File: src/rtl/lc3b_prefetch_fetch.sv
// LC-3b fetch stage with an instruction prefetch queue.
// Owns the PC, issues one word fetch at a time over a multi-cycle imem
// handshake, buffers {npc, ir} pairs in a DEPTH-entry FIFO and presents the
// FIFO head to the decode latch. A MEM-stage redirect flushes the queue,
// reloads the PC and drops any in-flight response.
module lc3b_prefetch_fetch #(
  parameter int          DEPTH    = 4,
  parameter logic [15:0] RESET_PC = 16'h3000
) (
  input  logic                       clk,
  input  logic                       reset,
  input  logic                       dep_stall,
  input  logic                       mem_stall,
  input  logic                       v_de_br_stall,
  input  logic                       v_agex_br_stall,
  input  logic                       v_mem_br_stall,
  input  logic [1:0]                 mem_pcmux,
  input  logic [15:0]                target_pc,
  input  logic [15:0]                trap_pc,
  output logic                       imem_req,
  output logic [15:0]                imem_addr,
  input  logic                       imem_r,
  input  logic [15:0]                imem_data,
  output logic                       de_v,
  output logic [15:0]                de_npc,
  output logic [15:0]                de_ir,
  output logic                       ld_de,
  output logic [$clog2(DEPTH+1)-1:0] q_count
);

  localparam int PTR_W = $clog2(DEPTH);
  localparam int CNT_W = $clog2(DEPTH+1);

  typedef enum logic [1:0] {
    S_FETCH,
    S_WAIT,
    S_DISCARD
  } state_e;

  typedef struct packed {
    logic [15:0] npc;
    logic [15:0] ir;
  } entry_t;

  state_e           state_q, state_d;
  logic [15:0]      pc_q, pc_d;
  logic             post_rst_q;
  logic [PTR_W-1:0] rd_ptr_q, wr_ptr_q;
  logic [CNT_W-1:0] count_q;
  entry_t           queue_q [DEPTH];

  logic             redirect;
  logic [15:0]      redirect_pc;
  logic             br_stall;
  logic             slot_free;
  logic             push;
  logic             pop;

  // Redirect decode: only selects 1 and 2 steer the PC; bit0 is never fetched.
  always_comb begin
    redirect    = (mem_pcmux == 2'd1) || (mem_pcmux == 2'd2);
    redirect_pc = (mem_pcmux == 2'd1) ? target_pc : trap_pc;
    redirect_pc = {redirect_pc[15:1], 1'b0};
  end

  // Issue, dequeue and enqueue strobes.
  always_comb begin
    br_stall  = v_de_br_stall | v_agex_br_stall | v_mem_br_stall;
    // A request is only ever issued from FETCH, where nothing is pending, so
    // occupancy alone decides whether a slot can be reserved for it.
    slot_free = count_q < CNT_W'(DEPTH);
    imem_req  = ~reset & ~post_rst_q & (state_q == S_FETCH) & ~br_stall
              & ~redirect & slot_free;
    imem_addr = {pc_q[15:1], 1'b0};
    de_v      = ~reset & (count_q != '0);
    ld_de     = de_v & ~dep_stall & ~mem_stall & ~redirect;
    pop       = ld_de;
    push      = ~reset & (state_q == S_WAIT) & imem_r & ~redirect;
    de_npc    = queue_q[rd_ptr_q].npc;
    de_ir     = queue_q[rd_ptr_q].ir;
    q_count   = reset ? '0 : count_q;
  end

  // Next-state and PC logic; a redirect overrides any PC update.
  always_comb begin
    // NOTE: every always_comb output gets a default first so no path can
    // leave it unassigned and infer a latch.
    state_d = state_q;
    pc_d    = pc_q;
    unique case (state_q)
      S_FETCH: begin
        if (imem_req) state_d = S_WAIT;
      end
      S_WAIT: begin
        if (imem_r) begin
          state_d = S_FETCH;
          pc_d    = pc_q + 16'd2;
        end else if (redirect) begin
          state_d = S_DISCARD;
        end
      end
      S_DISCARD: begin
        if (imem_r) state_d = S_FETCH;
      end
      default: state_d = S_FETCH;
    endcase
    if (redirect) pc_d = redirect_pc;
  end

  // State, PC and post-reset register.
  always_ff @(posedge clk) begin
    // NOTE: sequential state uses non-blocking assignments so every register
    // samples pre-edge values regardless of statement order.
    if (reset) begin
      state_q    <= S_FETCH;
      pc_q       <= RESET_PC;
      post_rst_q <= 1'b1;
    end else begin
      state_q    <= state_d;
      pc_q       <= pc_d;
      post_rst_q <= 1'b0;
    end
  end

  // Queue pointers and occupancy; a redirect empties the queue.
  always_ff @(posedge clk) begin
    if (reset || redirect) begin
      rd_ptr_q <= '0;
      wr_ptr_q <= '0;
      count_q  <= '0;
    end else begin
      if (push) wr_ptr_q <= wr_ptr_q + PTR_W'(1);
      if (pop)  rd_ptr_q <= rd_ptr_q + PTR_W'(1);
      unique case ({push, pop})
        2'b10:   count_q <= count_q + CNT_W'(1);
        2'b01:   count_q <= count_q - CNT_W'(1);
        default: count_q <= count_q;
      endcase
    end
  end

  // Queue storage: writes the fetched word with its next-PC.
  always_ff @(posedge clk) begin
    // NOTE: the storage array is not reset; occupancy and pointers alone
    // decide which entries are valid, so stale contents are never observed.
    if (push) queue_q[wr_ptr_q] <= '{npc: pc_q + 16'd2, ir: imem_data};
  end

endmodule

File: config.mk
export PLATFORM = sky130hd
export DESIGN_NAME = lc3b_prefetch_fetch
export DESIGN_NICKNAME = d
export VERILOG_FILES = /design/src/rtl/lc3b_prefetch_fetch.sv
export SDC_FILE = /design/constraint.sdc
export NUM_CORES = 1
export LEC_CHECK = 0
export CAP_MARGIN = 20
export CORE_ASPECT_RATIO = 2
export CORE_MARGIN = 2
export CORE_UTILIZATION = 55
export CTS_CLUSTER_SIZE = 30
export DETAILED_ROUTE_END_ITERATION = 12
export DONT_BUFFER_PORTS = 1
export GPL_TIMING_DRIVEN = 0
export PLACE_DENSITY = 0.75
export REMOVE_ABC_BUFFERS = 1
export SYNTH_ARGS = -nofsm -noshare
export SYNTH_HDL_FRONTEND = slang
export SYNTH_SLANG_ARGS = --single-unit
File: constraint.sdc
create_clock -name clk -period 3.1 [get_ports clk]
set_input_delay 0.31 -clock clk [delete_from_list [all_inputs] [get_ports clk]]
set_output_delay 0.31 -clock clk [all_outputs]
set_load 0.03 [all_outputs]
==> results.yml, run 1 <==
clocking:
  postCtsSetupRepairBufs: 0
  cts_tree: "done"
  cts-root-buf: "clkbuf_16"
  numCtsBuffers: 17
  htree_levels: 4
  insertion_delay_ns: 0.40
  clock_sinks: 151
  clk_pin_slew_ns: 0.06
  cts.path.max_buffers: 2
route:
  wire_per_inst_um: 20.3
  vias: 3329
  drt_first_iter_violations: 201
  drt_wl_total_um: 11300
  firstDrtPassIters: 6
  drtAntennaViolNets: 0
  drc: 0
  viasPerCell: 5.98
setup_path:
  end_kind: "register"
  crit_top_cell: "inv_1"
  cp.required_ns: 3.44
  crit_chain: "inv_1 > ha_2 > nand2b_1 > nor4_4 > buf_2 > ha_1 > inv_1 > fa_1 > xor2_1 > or3_1 > a21oi_1"
  critPathArrivalTime_ns: 3.14
  startpoint_type: "input port"
  path_max_fanout: 36
  crit_family: "adder cells"
  crit_type: "in -> reg"
  worst-path-buf-inv: 3
  cpMaxStageDelayCell: "ha_2"
  max_stage_delay_ns: 0.72
global_route:
  grt-ovfl-total: 0
  grt_pass1_wl_um: 17900
  grt_pass1_vias: 3472
  grtUsageTotal_pct: 19.6
  antenna_found_initial: 0
  grt_max_degree: 37
final_layout:
  nFillCells: 795
  seq_area_um2: 4270
  syn2layout_area_growth_pct: 13.9
  drive_gt1_share_pct: 18.6
  final_nets: 468
  antenna_cells: 0
  multi_input_area_um2: 1880
placement:
  dp_hpwl_um: 7330
  place.gp.congestion: 0.776
  port_buffers: 0
logic_synthesis:
  synthCells: 383
  ys_async_sr_fraction_pct: 0
  syn_area_um2: 6300
  ys_warn_count: 0
  synth_enable_flop_cells: 124
  synth_flop_cell: "edfxtp_1"
  ys_types: 46
  ys_ff_latch: 151
  ys_seq_area_share_pct: 67.7
  avgSynthCellArea_um2: 16.4
floorplanning:
  initial_core_util_pct: 56.2
  die-area_um2: 12400
  die_w_um: 79.7
  pin_count: 112
  fp-row-count: 55
  coreArea_um2: 11200
  die_h_um: 155
pwr:
  p_total_mw: 4.47
  ir_drop_mv: 0.513
  p_per_area_nw_per_um2: 624
  p_leak_nw: 2.23
timing:
  slew_viol_final: 0
  tightest_slew_ns: 0.850
  period_share_pct: 90.3
  rsz0062_at_grt: "no"
  finalHoldViolations: 0
  slew_headroom_pct: 43.3
  fmax_ghz: 0.357
  finalSetupViolCount: 0
  layout_min_cycle_time_ns: 2.80
  finClkSkew_ns: 0.0103
  tns_ns: 0
status:
  outcome: "finished, final reports clean"
flow_run:
  maxCapViolCount: 0
hold_path:
  hold_path.class: "in -> reg"
metal layers:
metal | global-route usage (%) | routed length, µm
met5 | 0 | 0
met4 | 9.11 | 218
met3 | 4.41 | 492
met2 | 36.2 | 6530
met1 | 20.5 | 4060
synthesized netlist by cell type (all sizes together) (6+ instances only):
| cell type | instances | area, µm² |
|---|---|---|
| edfxtp | 124 | 3720 |
| dfxtp | 27 | 541 |
| nand3 | 6 | 42.5 |
| nor3 | 7 | 35.0 |
| xor2 | 11 | 96.3 |
| nor2 | 18 | 67.6 |
| nor2b | 14 | 87.6 |
| ha | 7 | 87.6 |
| nand2 | 16 | 60.1 |
| a311oi | 7 | 61.3 |
| inv | 12 | 45.0 |
| clkbuf | 9 | 33.8 |
| a211oi | 19 | 143 |
| xnor2 | 11 | 96.3 |
| nor4 | 6 | 37.5 |
| buf | 12 | 97.6 |
| or3 | 7 | 50.1 |
| mux4 | 31 | 698 |
cell usage in the layout (no fill, tap or decap), types with 4 or more instances in the layout:
master and instances:
a211oi_1 19, a21oi_1 5, a311oi_1 7, and3_2 4
clkbuf_16 17, clkinvlp_4 5, dfxtp_1 25, dlygate4sd3_1 18
edfxtp_1 124, ha_1 6, inv_1 12, mux4_2 31
nand2_1 16, nand3_1 5, nor2_1 18, nor2b_1 14
nor3_1 7, nor4_1 5, o21ai_0 5, or3_1 5
xnor2_1 11, xor2_1 11
path summary, 6_finish.rpt:
check,start,to,slack (ns),depth (start not counted)
max,mem_pcmux[1],count_q[2]$_SDFFE_PP0P_,0.30,11
min,reset,state_q[0]$_SDFFE_PP0P_,0.06,2
max reg2reg,count_q[2]$_SDFFE_PP0P_,count_q[2]$_SDFFE_PP0P_,0.58,9
min reg2reg,rd_ptr_q[1]$_SDFFE_PP0P_,register,0.46,1
power breakdown:
part           internal (mW)  switching, mW  leakage, nW
sequential              2.23         0.0773         1.34
combinational         0.0637         0.0899        0.624
clock                   1.26          0.751        0.268
flip-flops by register name (all words and copies together) (netlist names), named ones only:
signal      cells
post_rst_q      1
queue_q       124
state_q         2
rd_ptr_q        2
pc_q           15
count_q         3
wr_ptr_q        2
logic make-up after synthesis:
logic type / count (synthesis) / synth area share, %
AOI/OAI and AO/OA: 40 / 4.55
and+or+nand+nor: 93 / 8.44
xor gates and xnor gates: 22 / 3.06
buffers and inverters: 34 / 2.94
DFF: 151 / 67.7
muxes: 34 / 11.6
adders and majority gates: 8 / 1.71
other: 1 / 0.0595
worst reg2reg max path, delay by kind of cell, from the launching register on:
| kind | cells | cell delay, ns |
|---|---|---|
| and+or+nand+nor | 3 | 0.90 |
| buffers and inverters | 2 | 0.30 |
| xor gates and xnor gates | 1 | 0.16 |
| AOI/OAI and AO/OA | 1 | 0.14 |
| DFF | 1 | 0.39 |
| adders and majority gates | 2 | 0.57 |
final cells by class:
cell class	instances	area share, %
sequential	151	59.5
multi-input combinational	199	26.2
tap	142	2.48
clock inverter	12	2.13
clock buffer	20	6.09
timing repair buffer	21	3.04
inverter	12	0.628
through the flow:
| stage | worst slack [ns] | hold WS, ns | instances | cell area [µm²] | util [%] |
|---|---|---|---|---|---|
| 2_1_floorplan | -0.710 | 0.338 | 362 | 6160 | - |
| 3_3_place_gp | -1.13 | 0.347 | 504 | 6340 | 56.5 |
| 3_5_place_dp | -0.600 | 0.346 | 507 | 6390 | 57.0 |
| 4_1_cts | 0.110 | 0.0458 | 557 | 7160 | 63.9 |
| 5_1_grt | 0.135 | 0.0541 | 557 | 7170 | 63.9 |
| 6_report | 0.300 | 0.0602 | 557 | 7170 | 63.9 |
repair_timing:
action	in CTS	in global routing
endpoints found under the hold margin	79	0
gates resized for setup	1	1
hold buffers	18	0
cloned	0	0
endpoints found under the setup margin	1	1
No activity file was read; power rests on OpenSTA's default activity.
==> run 2, diff against run 1 <==
- CAP_MARGIN: 20 -> unset
- CELL_PAD_IN_SITES_DETAIL_PLACEMENT: unset -> 1
- CELL_PAD_IN_SITES_GLOBAL_PLACEMENT: unset -> 2
- CORE_UTILIZATION: 55 -> 45
- GPL_ROUTABILITY_DRIVEN: unset -> 1
- PLACE_DENSITY: 0.75 -> 0.84
==> results.yml, run 2 (synthesis results as in run 1) <==
status:
  outcome: "finished, final reports clean"
timing:
  fmax_ghz: 0.355
  finalSetupViolCount: 0
  hold-worst-slack_ns: 0.0468
  period_share_pct: 90.9
  layout_min_cycle_time_ns: 2.82
  tightest_slew_ns: 0.881
  rsz0062_at_grt: "no"
  tns_ns: 0
  finClkSkew_ns: 0.0104
  slew_viol_final: 0
  finalHoldViolations: 0
  slew_headroom_pct: 41.2
setup_path:
  reg2reg_slack_ns: 0.56
  crit_chain: "inv_1 > ha_2 > nand2b_1 > nor4_4 > ha_1 > inv_1 > fa_1 > xor2_1 > or3_1 > a21oi_1"
  critPathArrivalTime_ns: 3.16
  end_kind: "register"
  r2r-end: "count_q[2]$_SDFFE_PP0P_"
  worst-path-buf-inv: 2
  path_max_fanout: 36
  cpMaxStageDelayCell: "ha_2"
  crit_type: "in -> reg"
  rr_worst_depth: 8
  cp.required_ns: 3.44
  cp_num_cells: 10
  max_stage_delay_ns: 0.74
  crit_family: "adder cells"
  r2r_start: "count_q[2]$_SDFFE_PP0P_"
  startpoint_type: "input port"
  crit_top_cell: "inv_1"
route:
  drt_first_iter_violations: 158
  viasPerCell: 5.53
  wire_per_inst_um: 20.9
  drtAntennaViolNets: 0
  drc: 0
  drt_wl_total_um: 12600
  firstDrtPassIters: 4
  vias: 3343
hold_path:
  min_from: "reset"
  hold_path.class: "in -> reg"
  holdPathStages: 2
  whs_endpoint: "state_q[0]$_SDFFE_PP0P_"
floorplanning:
  die_h_um: 171
  initial_core_util_pct: 45.6
  die_w_um: 87.7
  pin_count: 112
  coreArea_um2: 13800
  fp-row-count: 61
  die-area_um2: 15000
placement:
  port_buffers: 0
  dp_hpwl_um: 8220
  place.gp.congestion: 0.713
global_route:
  grt_max_degree: 37
  grtUsageTotal_pct: 17.6
  grt_pass1_vias: 3633
  grt_pass1_wl_um: 19500
  grt-ovfl-total: 0
  antenna_found_initial: 0
clocking:
  cts-root-buf: "clkbuf_16"
  numCtsBuffers: 17
  insertion_delay_ns: 0.42
  cts.path.max_buffers: 2
  cts_tree: "done"
  clk_pin_slew_ns: 0.06
  htree_levels: 4
  clock_sinks: 151
final_layout:
  drive_gt1_share_pct: 18.8
  largest_registers: "queue_q x124, pc_q x15, count_q x3"
  syn2layout_area_growth_pct: 15.0
  layout_commonest_cell: "edfxtp_1"
  antenna_cells: 0
  nFillCells: 1315
  utilization_pct: 52.4
  largest_register_ffs: 124
  final_cell_mix: "edfxtp_1 (124), mux4_2 (31), dfxtp_1 (25)"
  largest_register: "queue_q"
  final_nets: 469
flow_run:
  maxCapViolCount: 0
pwr:
  p_per_area_nw_per_um2: 629
  p_leak_nw: 2.24
  ir_drop_mv: 0.407
-- run 2: layout make-up --
type	instances	area (µm²)	share of cell area [%]
Multi-Input combinational cell	199	1880	25.9
Timing Repair Buffer	22	215	2.97
Tap cell	189	236	3.27
Clock buffer	18	429	5.93
Clock inverter	14	173	2.38
Inverter	12	45.0	0.622
Sequential cell	151	4270	58.9
-- run 2: routing by layer --
metal	part of all wire (%)	GRT usage [%]	wire length (µm)
met1	36	18.1	4550
met2	58	33.1	7360
met3	4.0	4.65	509
met4	1.8	6.42	232
met5	0	0	0
-- run 2: how the worst max path moves through the flow --
stage | start | to | slack (ns)
after global routing | mem_pcmux[1] | count_q[2]$_SDFFE_PP0P_ | 0.10
after floorplan | mem_pcmux[1] | count_q[2]$_SDFFE_PP0P_ | -0.71
after global placement | mem_pcmux[1] | count_q[2]$_SDFFE_PP0P_ | -1.32
after CTS | mem_pcmux[1] | imem_req | 0.1
final | mem_pcmux[1] | count_q[2]$_SDFFE_PP0P_ | 0.28
after detailed placement | mem_pcmux[1] | count_q[2]$_SDFFE_PP0P_ | -0.73
-- run 2: where the power goes --
part / total [mW] / switching, mW / leakage [nW] / internal [mW]
sequential: 2.31 / 0.0794 / 1.34 / 2.23
clock: 2.09 / 0.821 / 0.283 / 1.27
combinational: 0.157 / 0.0931 / 0.617 / 0.0637
-- run 2: what timing repair did --
item                                   CTS  global route
endpoints found under the hold margin   79             0
setup endpoints to repair                3             0
hold buffers                            18             0
resized for setup                        2             0
buffers inserted                         0             0
-- run 2: per-stage QoR --
step	area, µm²	total power [mW]	std cells	setup slack (ns)
finish	7240	4.56	605	0.283
CTS	7230	4.59	603	0.0995
global route	7240	4.70	605	0.103
global placement	6400	2.47	551	-1.32
detailed placement	6440	2.48	553	-0.733
floorplan	6160	2.44	362	-0.710
-- run 2: worst register-to-register path, delay by kind of cell, from the launching register on --
family	cells	cell delay [ns]
compound gates	1	0.17
xor+xnor	1	0.16
fa+ha+maj	2	0.67
buf+inv	1	0.07
flops	1	0.41
simple gates	3	0.98
==> run 3, diff against run 2 <==
- SETUP_SLACK_MARGIN: unset -> 0.4
==> results.yml, run 3 (synthesis results as in run 1) <==
final_layout:
  largest_register_ffs: 124
  nFillCells: 1314
  final_nets: 467
  fin_area_um2: 7250
  largest_registers: "queue_q x124, pc_q x15, count_q x3"
  antenna_cells: 0
  largest_register: "queue_q"
  drive_gt1_share_pct: 18.8
  syn2layout_area_growth_pct: 15.0
  layout_commonest_cell: "edfxtp_1"
  final_cell_mix: "edfxtp_1 (124), mux4_2 (31), dfxtp_1 (25)"
  utilization_pct: 52.5
floorplanning:
  initial_core_util_pct: 45.6
  coreArea_um2: 13800
  die_h_um: 171
  pin_count: 112
  fp-row-count: 61
  die_w_um: 87.7
  die-area_um2: 15000
timing:
  finalHoldViolations: 0
  period_share_pct: 82.2
  fmax_ghz: 0.393
  slew_headroom_pct: 41.4
  rsz0062_at_grt: "no"
  layout_min_cycle_time_ns: 2.55
  finClkSkew_ns: 0.0107
  slew_viol_final: 0
  tightest_slew_ns: 0.879
  finalSetupViolCount: 0
  hold-worst-slack_ns: 0.0467
hold_path:
  hold_path.class: "in -> reg"
  min_from: "reset"
  holdPathStages: 2
  whs_endpoint: "state_q[0]$_SDFFE_PP0P_"
clocking:
  cts_tree: "done"
  clock_sinks: 151
  cts.path.max_buffers: 2
  cts-root-buf: "clkbuf_16"
  postCtsSetupRepairBufs: 0
  numCtsBuffers: 17
  htree_levels: 4
  clk_pin_slew_ns: 0.06
  insertion_delay_ns: 0.42
route:
  viasPerCell: 5.56
  drtAntennaViolNets: 0
  vias: 3352
  drc: 0
  drt_wl_total_um: 12600
  drt_first_iter_violations: 151
  wire_per_inst_um: 20.9
  firstDrtPassIters: 4
placement:
  port_buffers: 0
  place.gp.congestion: 0.713
  dp_hpwl_um: 8220
  place_area_um2: 6440
global_route:
  antenna_found_initial: 0
  grt_pass1_wl_um: 19500
  grt_max_degree: 37
  grt_pass1_vias: 3633
  grt-ovfl-total: 0
  grtUsageTotal_pct: 17.6
pwr:
  p_total_mw: 4.56
  p_per_area_nw_per_um2: 629
  ir_drop_mv: 0.406
  p_leak_nw: 2.23
setup_path:
  r2r_start: "count_q[2]$_SDFFE_PP0P_"
  r2r-end: "count_q[2]$_SDFFE_PP0P_"
  cp.required_ns: 3.44
  path_max_fanout: 36
  reg2reg_slack_ns: 0.56
  end_kind: "register"
  startpoint_type: "input port"
  critPathArrivalTime_ns: 2.89
  rr_worst_depth: 8
  crit_type: "in -> reg"
flow_run:
  maxCapViolCount: 0
status:
  outcome: "finished, final reports clean"
-- run 3: power breakdown --
group | switching, mW | internal, mW | total [mW]
registers | 0.0796 | 2.23 | 2.31
logic | 0.0930 | 0.0663 | 0.159
clock network | 0.821 | 1.27 | 2.09
total | 0.993 | 3.57 | 4.56
-- run 3: stage by stage --
stage | TNS [ns] | instances | setup slack [ns]
3_3_place_gp | -68.62 | 551 | -1.32
6_report | 0 | 603 | 0.552
2_1_floorplan | -1.24 | 362 | -0.710
4_1_cts | 0 | 603 | 0.254
5_1_grt | 0 | 603 | 0.401
3_5_place_dp | -3.03 | 553 | -0.733
-- run 3: worst max path at each step --
stage	start	slack, ns	to	cells after the start
6_report	mem_pcmux[1]	0.55	count_q[2]$_SDFFE_PP0P_	10
5_1_grt	mem_pcmux[1]	0.40	count_q[2]$_SDFFE_PP0P_	10
4_1_cts	mem_pcmux[1]	0.25	count_q[2]$_SDFFE_PP0P_	10
3_5_place_dp	mem_pcmux[1]	-0.73	count_q[2]$_SDFFE_PP0P_	10
3_3_place_gp	mem_pcmux[1]	-1.32	count_q[2]$_SDFFE_PP0P_	10
2_1_floorplan	mem_pcmux[1]	-0.71	count_q[2]$_SDFFE_PP0P_	10
-- run 3: final cells by class --
type,count,area [µm²],share of cell area (%)
Sequential cell,151,4270,58.9
Multi-Input combinational cell,199,1890,26.1
Clock buffer,18,429,5.92
Tap cell,189,236,3.26
Timing Repair Buffer,20,204,2.81
Clock inverter,14,173,2.38
Inverter,12,45.0,0.622
-- run 3: timing repair --
action,4_1_cts,5_1_grt
resized for setup,3,1
setup endpoints to repair,4,2
hold buffers,18,0
hold endpoints to repair,79,0
-- run 3: metal layers --
layer / share of wire [%] / up-vias / track usage (%)
met5: 0 / - / 0
met3: 4.2 / 23 / 4.65
met1: 36 / 1707 / 18.1
li1: - / 1531 / -
met4: 1.8 / 0 / 6.42
met2: 58 / 91 / 33.1
-- run 3: critical path: stages --
cell and delay (ns):
inv_1 0.04, ha_4 0.50, nand2b_1 0.16, nor4_4 0.49
ha_1 0.30, inv_1 0.06, fa_1 0.37, xor2_1 0.16
or3_1 0.31, a21oi_1 0.17
